--- config.mk ---
export PLATFORM = sky130hd
export DESIGN_NAME = inta_sequencer_flat
export DESIGN_NICKNAME = d
export VERILOG_FILES = /design/src/rtl/pic_host_pkg.sv /design/src/rtl/inta_sequencer_if.sv /design/src/rtl/int_sync.sv /design/src/rtl/inta_sequencer.sv /design/src/flat_wrapper.sv
export SDC_FILE = /design/constraint.sdc
export NUM_CORES = 1
export LEC_CHECK = 0
export CORE_MARGIN = 8
export CORE_UTILIZATION = 49
export DETAILED_ROUTE_END_ITERATION = 8
export PLACE_DENSITY = 0.83
export REMOVE_ABC_BUFFERS = 1
export SETUP_SLACK_MARGIN = 0.4
export SLEW_MARGIN = 20
export SYNTH_ARGS = -nofsm -noshare
export SYNTH_HDL_FRONTEND = slang
export SYNTH_HIERARCHICAL = 1
export SYNTH_SLANG_ARGS = --single-unit
--- constraint.sdc ---
create_clock -name clk -period 3.48 [get_ports clk]
set_input_delay 0.348 -clock clk [delete_from_list [all_inputs] [get_ports clk]]
set_output_delay 0.348 -clock clk [all_outputs]
set_load 0.005 [all_outputs]
--- src/rtl/pic_host_pkg.sv ---
// Shared types and constants for the 8259A host-side interrupt-acknowledge logic.
package pic_host_pkg;

    // Sequencer states
    typedef enum logic [2:0] {
        StHold,
        StIdle,
        StLow,
        StGap,
        StDone
    } state_e;

    // 8080/85 CALL opcode the PIC returns on the first INTA_n pulse
    localparam logic [7:0] CALL_OPCODE = 8'hCD;
    // Flops in the INT input synchroniser
    localparam int unsigned SYNC_DEPTH = 2;
    // Cycles spent in HOLD so a stale synchronised INT is flushed
    localparam int unsigned HOLDOFF_CYC = 2;

endpackage

--- src/rtl/inta_sequencer_if.sv ---
// PIC-facing and CPU-facing signals of the INTA sequencer.
// master: the sequencer; slave: the PIC/CPU side driving it.
interface inta_sequencer_if;
    logic       int_i;
    logic       ack_en_i;
    logic [7:0] d_i;
    logic       INTA_n;
    logic       busy_o;
    logic       vec_valid_o;
    logic [15:0] vec_o;
    logic       vec_ready_i;
    logic       opcode_err_o;

    modport master (
        input  int_i, ack_en_i, d_i, vec_ready_i,
        output INTA_n, busy_o, vec_valid_o, vec_o, opcode_err_o
    );

    modport slave (
        output int_i, ack_en_i, d_i, vec_ready_i,
        input  INTA_n, busy_o, vec_valid_o, vec_o, opcode_err_o
    );
endinterface

--- src/rtl/int_sync.sv ---
// Multi-flop synchroniser for an asynchronous level input, reset to 0.
module int_sync
    import pic_host_pkg::*;
#(
    parameter int unsigned Stages = SYNC_DEPTH
) (
    input  logic clk_i,
    input  logic rst_ni,
    input  logic d_i,
    output logic q_o
);

    logic [Stages-1:0] sync_q;

    // Shift the raw input through the flop chain
    always_ff @(posedge clk_i or negedge rst_ni) begin
        if (!rst_ni) begin
            sync_q <= '0;
        end else begin
            sync_q <= {sync_q[Stages-2:0], d_i};
        end
    end

    assign q_o = sync_q[Stages-1];

endmodule

--- src/rtl/inta_sequencer.sv ---
// Host-side 8259A interrupt-acknowledge initiator: drives the INTA_n pulse
// train, captures the vector bytes and presents them over valid/ready.
// Optional: define INTA_COUNT_EN to add a saturating handshake counter
// (ack_cnt_o) with a synchronous clear (ack_cnt_clr_i).
module inta_sequencer
    import pic_host_pkg::*;
#(
    parameter bit          MODE_8086     = 1'b1,
    parameter int unsigned PULSE_LOW_CYC = 2,
    parameter int unsigned GAP_CYC       = 2
) (
    input  logic clk,
    input  logic rst_n,
`ifdef INTA_COUNT_EN
    input  logic        ack_cnt_clr_i,
    output logic [15:0] ack_cnt_o,
`endif
    inta_sequencer_if.master bus
);

    localparam logic [3:0] PulseCnt  = 4'(PULSE_LOW_CYC);
    localparam logic [3:0] GapCnt    = 4'(GAP_CYC);
    localparam logic [3:0] HoldCnt   = 4'(HOLDOFF_CYC);
    localparam logic [1:0] LastPulse = MODE_8086 ? 2'd1 : 2'd2;

    state_e      state_q, state_d;
    logic [3:0]  cnt_q, cnt_d;
    logic [1:0]  pidx_q, pidx_d;
    logic [15:0] vec_q, vec_d;
    logic        err_q, err_d;
    logic        int_s;
    logic        handshake;

    int_sync #(
        .Stages (SYNC_DEPTH)
    ) u_int_sync (
        .clk_i  (clk),
        .rst_ni (rst_n),
        .d_i    (bus.int_i),
        .q_o    (int_s)
    );

    assign handshake = (state_q == StDone) && bus.vec_ready_i;

    // State, phase counter, pulse index and captured result
    always_ff @(posedge clk or negedge rst_n) begin
        if (!rst_n) begin
            state_q <= StHold;
            cnt_q   <= HoldCnt;
            pidx_q  <= 2'd0;
            vec_q   <= 16'h0000;
            err_q   <= 1'b0;
        end else begin
            state_q <= state_d;
            cnt_q   <= cnt_d;
            pidx_q  <= pidx_d;
            vec_q   <= vec_d;
            err_q   <= err_d;
        end
    end

    // Next-state: phase timing and byte capture at the end of each low phase
    always_comb begin
        state_d = state_q;
        cnt_d   = cnt_q;
        pidx_d  = pidx_q;
        vec_d   = vec_q;
        err_d   = err_q;
        unique case (state_q)
            StHold: begin
                if (cnt_q <= 4'd1) state_d = StIdle;
                else               cnt_d   = cnt_q - 4'd1;
            end
            StIdle: begin
                if (int_s && bus.ack_en_i) begin
                    state_d = StLow;
                    cnt_d   = PulseCnt;
                    pidx_d  = 2'd0;
                    err_d   = 1'b0;
                end
            end
            StLow: begin
                if (cnt_q == 4'd1) begin
                    if (MODE_8086) begin
                        // Pulse 0 only freezes the PIC; its data is meaningless
                        if (pidx_q == 2'd1) vec_d = {8'h00, bus.d_i};
                    end else begin
                        case (pidx_q)
                            2'd0:    err_d        = (bus.d_i != CALL_OPCODE);
                            2'd1:    vec_d[7:0]   = bus.d_i;
                            default: vec_d[15:8]  = bus.d_i;
                        endcase
                    end
                    if (pidx_q == LastPulse) begin
                        state_d = StDone;
                    end else begin
                        state_d = StGap;
                        cnt_d   = GapCnt;
                    end
                end else begin
                    cnt_d = cnt_q - 4'd1;
                end
            end
            StGap: begin
                if (cnt_q == 4'd1) begin
                    state_d = StLow;
                    cnt_d   = PulseCnt;
                    pidx_d  = pidx_q + 2'd1;
                end else begin
                    cnt_d = cnt_q - 4'd1;
                end
            end
            StDone: begin
                if (handshake) begin
                    state_d = StHold;
                    cnt_d   = HoldCnt;
                end
            end
            default: begin
                state_d = StHold;
                cnt_d   = HoldCnt;
            end
        endcase
    end

    // Outputs decoded from registered state so reset forces INTA_n high at once
    always_comb begin
        bus.INTA_n       = (state_q != StLow);
        bus.busy_o       = (state_q == StLow) || (state_q == StGap) || (state_q == StDone);
        bus.vec_valid_o  = (state_q == StDone);
        bus.vec_o        = vec_q;
        bus.opcode_err_o = MODE_8086 ? 1'b0 : err_q;
    end

`ifdef INTA_COUNT_EN
    logic [15:0] ack_cnt_q;

    // Saturating count of completed handshakes; clear beats increment
    always_ff @(posedge clk or negedge rst_n) begin
        if (!rst_n) begin
            ack_cnt_q <= 16'h0000;
        end else if (ack_cnt_clr_i) begin
            ack_cnt_q <= 16'h0000;
        end else if (handshake && (ack_cnt_q != 16'hFFFF)) begin
            ack_cnt_q <= ack_cnt_q + 16'd1;
        end
    end

    assign ack_cnt_o = ack_cnt_q;
`endif

endmodule

--- src/flat_wrapper.sv ---
// flat-port wrapper written by rule: the top's interface ports become plain ports
module inta_sequencer_flat import pic_host_pkg::*;
#(
    parameter bit          MODE_8086     = 1'b1,
    parameter int unsigned PULSE_LOW_CYC = 2,
    parameter int unsigned GAP_CYC       = 2
)
  (clk, rst_n, bus_int_i, bus_ack_en_i, bus_d_i, bus_vec_ready_i, bus_INTA_n, bus_busy_o, bus_vec_valid_o, bus_vec_o, bus_opcode_err_o);
  inta_sequencer_if bus_i ();
  input  logic clk;
  input  logic rst_n;
  input wire logic [$bits(bus_i.int_i)-1:0] bus_int_i;
  input wire logic [$bits(bus_i.ack_en_i)-1:0] bus_ack_en_i;
  input wire logic [$bits(bus_i.d_i)-1:0] bus_d_i;
  input wire logic [$bits(bus_i.vec_ready_i)-1:0] bus_vec_ready_i;
  output wire logic [$bits(bus_i.INTA_n)-1:0] bus_INTA_n;
  output wire logic [$bits(bus_i.busy_o)-1:0] bus_busy_o;
  output wire logic [$bits(bus_i.vec_valid_o)-1:0] bus_vec_valid_o;
  output wire logic [$bits(bus_i.vec_o)-1:0] bus_vec_o;
  output wire logic [$bits(bus_i.opcode_err_o)-1:0] bus_opcode_err_o;
  assign bus_i.int_i = bus_int_i;
  assign bus_i.ack_en_i = bus_ack_en_i;
  assign bus_i.d_i = bus_d_i;
  assign bus_i.vec_ready_i = bus_vec_ready_i;
  assign bus_INTA_n = bus_i.INTA_n;
  assign bus_busy_o = bus_i.busy_o;
  assign bus_vec_valid_o = bus_i.vec_valid_o;
  assign bus_vec_o = bus_i.vec_o;
  assign bus_opcode_err_o = bus_i.opcode_err_o;
  inta_sequencer #(.MODE_8086(MODE_8086), .PULSE_LOW_CYC(PULSE_LOW_CYC), .GAP_CYC(GAP_CYC)) u_core (.clk(clk), .rst_n(rst_n), .bus(bus_i));
endmodule
==> flow_metrics.tcl <==
set metrics [dict create \
    status "finished clean" \
    synth-edff-count 0 \
    ant_nets 0 \
    setup_viol 0 \
    dp_cells 147 \
    min_period_ns 2.25 \
    grt_antenna_before_repair 0 \
    routedWlPerCell_um 13.2 \
    syn_inst 101 \
    stdcell_count 151 \
    numPortBuffers 23 \
    cts_max_level 1 \
    leakagePower_nw 0.584 \
    num_io_pins 33 \
    clkTransAtPathRegs_ns 0.10 \
    startpoint_type "flop" \
    initial_core_util_pct 49.9 \
    vias_per_cell 5.13 \
    fp.dieH_um 62.8 \
    wl_um 1990 \
    area_delta_synth_final_pct 21.1 \
    final_common_cell "clkdlybuf4s50_1" \
    rrSetupSlack_ns 1.39 \
    syn_avg_cell_area_um2 10.6 \
    p_total_mw 1.08 \
    fin_setup_tns_ns 0 \
    n_antenna_cell 0 \
    p_per_area_nw_per_um2 830 \
    async_flop_share_pct 100 \
    ys_types 33 \
    rsz0062_at_grt "no" \
    core_um2 2150 \
    hold_buffers 0 \
    tightest_slew_ns 0.832 \
    cts-root-buf "clkbuf_4" \
    drive_gt1_share_pct 15.4 \
    layout_common_cells "23 x clkdlybuf4s50_1, 18 x dfrtp_1, 9 x conb_1" \
    drt_pass1_iterations 3 \
    reg2regPathDepth 7 \
    synth-seq-cells 19 \
    dpl_worst_slack_ns 1.42 \
    cp_max_fo 15 \
    setup_ws_ns 1.23 \
    synth-seq-area-share_pct 44.5 \
    critical_path.startpoint "u_core/state_q[1]$_DFFE_PN0P_" \
    peakVddDrop_v 0.000485 \
    max_freq_mhz 445 \
    fin_skew_ns 0.00729 \
    cts.sinks 19 \
    std_cell_rows 17 \
    grt.overflow.total 0 \
    dpl.hpwl_um 1560 \
    final_net_count 140 \
    max-cap-violations 0 \
    grt_use_total_pct 11.0 \
    max_slew_margin_pct 44.4 \
    cts-resized-gates 0 \
    netlist_area_um2 1070 \
    num_vias 774 \
    critPathCapture "bus_INTA_n" \
    required_ns 3.13 \
    drc 0 \
    fp.dieArea_um2 3940 \
    place.gp.congestion 0.870 \
    arrival_ns 1.90 \
    synth_flop_cell "dfrtp_1" \
    clockBufferDepth 2 \
    grt_pass1_wl_um 3550 \
    regToRegStartpoint "u_core/cnt_q[1]$_DFFE_PN1P_" \
    slew_viol_final 0 \
    worstSetupPathType "reg2out" \
    yosys_warnings 6 \
    insertion_delay_ns 0.30 \
    cts_buffers 3 \
    grt_pass1_vias 801 \
    r2r-end "u_core/cnt_q[3]$_DFFE_PN0P_" \
    grt_max_degree 20 \
    cts_tree "built" \
    worstHoldPathType "reg2reg" \
    crit_path_end_kind "primary output" \
    hold_viol_final 0 \
    die_w_um 62.8 \
    drt_iter0_markers 23 \
    postCtsSetupBuffers 0 \
    fin_crit_sh_pct 64.6 \
]
## critical path: stages, from the launching register on
cell and delay, ns:
dfrtp_1 0.64, nor2b_1 0.40, nand2b_1 0.11, clkdlybuf4s50_1 0.46
## report_power, final
group,leakage (nW),switching (mW),internal (mW)
Clock,0.0150,0.0657,0.0447
Sequential,0.225,0.0948,0.321
Combinational,0.344,0.224,0.327
Total,0.584,0.384,0.693
## registers in the layout, indices dropped and copies added, names as in the netlist
name	flops
u_core/u_int_sync/sync_q	2
u_core/state_q	3
u_core/pidx_q	2
u_core/bus.vec_o	8
u_core/cnt_q	4
## worst min path at each step
stage / depth (start not counted) / startpoint / endpoint
5_1_grt: 0 / u_core/u_int_sync/sync_q[0]$_DFF_PN0_ / u_core/u_int_sync/sync_q[1]$_DFF_PN0_
2_1_floorplan: 0 / rst_n / u_core/bus.vec_o[0]$_DFFE_PN0P_
3_5_place_dp: 0 / u_core/u_int_sync/sync_q[0]$_DFF_PN0_ / u_core/u_int_sync/sync_q[1]$_DFF_PN0_
4_1_cts: 0 / u_core/u_int_sync/sync_q[0]$_DFF_PN0_ / u_core/u_int_sync/sync_q[1]$_DFF_PN0_
3_3_place_gp: 0 / u_core/u_int_sync/sync_q[0]$_DFF_PN0_ / u_core/u_int_sync/sync_q[1]$_DFF_PN0_
6_report: 0 / u_core/u_int_sync/sync_q[0]$_DFF_PN0_ / u_core/u_int_sync/sync_q[1]$_DFF_PN0_
## cell type report
cell class	count	area [um^2]
clock buffer	4	26.3
multi-input combinational	70	503
sequential	19	477
timing repair buffer	23	230
fill	190	851
inverter	7	26.3
tap	28	35.0
## cells in the mapped netlist, types with 2 or more instances
library cell	instances	share of area [%]
a211oi_1	2	1.4
a21oi_1	5	2.3
buf_4	12	8.4
dfrtp_1	18	42
ha_1	3	3.5
inv_1	7	2.5
mux2_2	8	8.4
mux2i_1	2	1.9
nand2_1	7	2.5
nand2b_1	3	1.8
nor2_1	5	1.8
nor2b_1	2	1.2
nor3_1	2	0.93
o21ai_0	6	2.8
## cells by family (layout without fill, tap and decap cells)
group / after synthesis / after routing / synth area share (%)
flops: 19 / 19 / 44.5
other cells: 1 / 9 / 0.350
buf+inv: 20 / 34 / 11.3
compound gates: 20 / 20 / 13.8
mux: 11 / 11 / 11.7
fa+ha+maj: 3 / 3 / 3.51
xor+xnor: 1 / 1 / 0.818
simple gates: 26 / 26 / 14.0
## metal layers
layer,up-vias,share of wire [%],track usage (%),wire length (um)
li1,375,-,-,-
met1,373,40,11.4,798
met2,21,50,18.2,1000
met3,5,6.5,4.30,130
met4,0,3.0,6.84,59
met5,-,0,0,0
## through the flow
step | utilization (%) | area, um^2 | hold slack (ns)
5_1_grt | 60.4 | 1300 | 0.379
3_3_place_gp | 59.2 | 1270 | 0.335
3_5_place_dp | 59.2 | 1270 | 0.341
4_1_cts | 60.4 | 1300 | 0.365
2_1_floorplan | - | 1010 | 0.0524
6_report | 60.4 | 1300 | 0.360
Power figures use the tool's default switching activity.
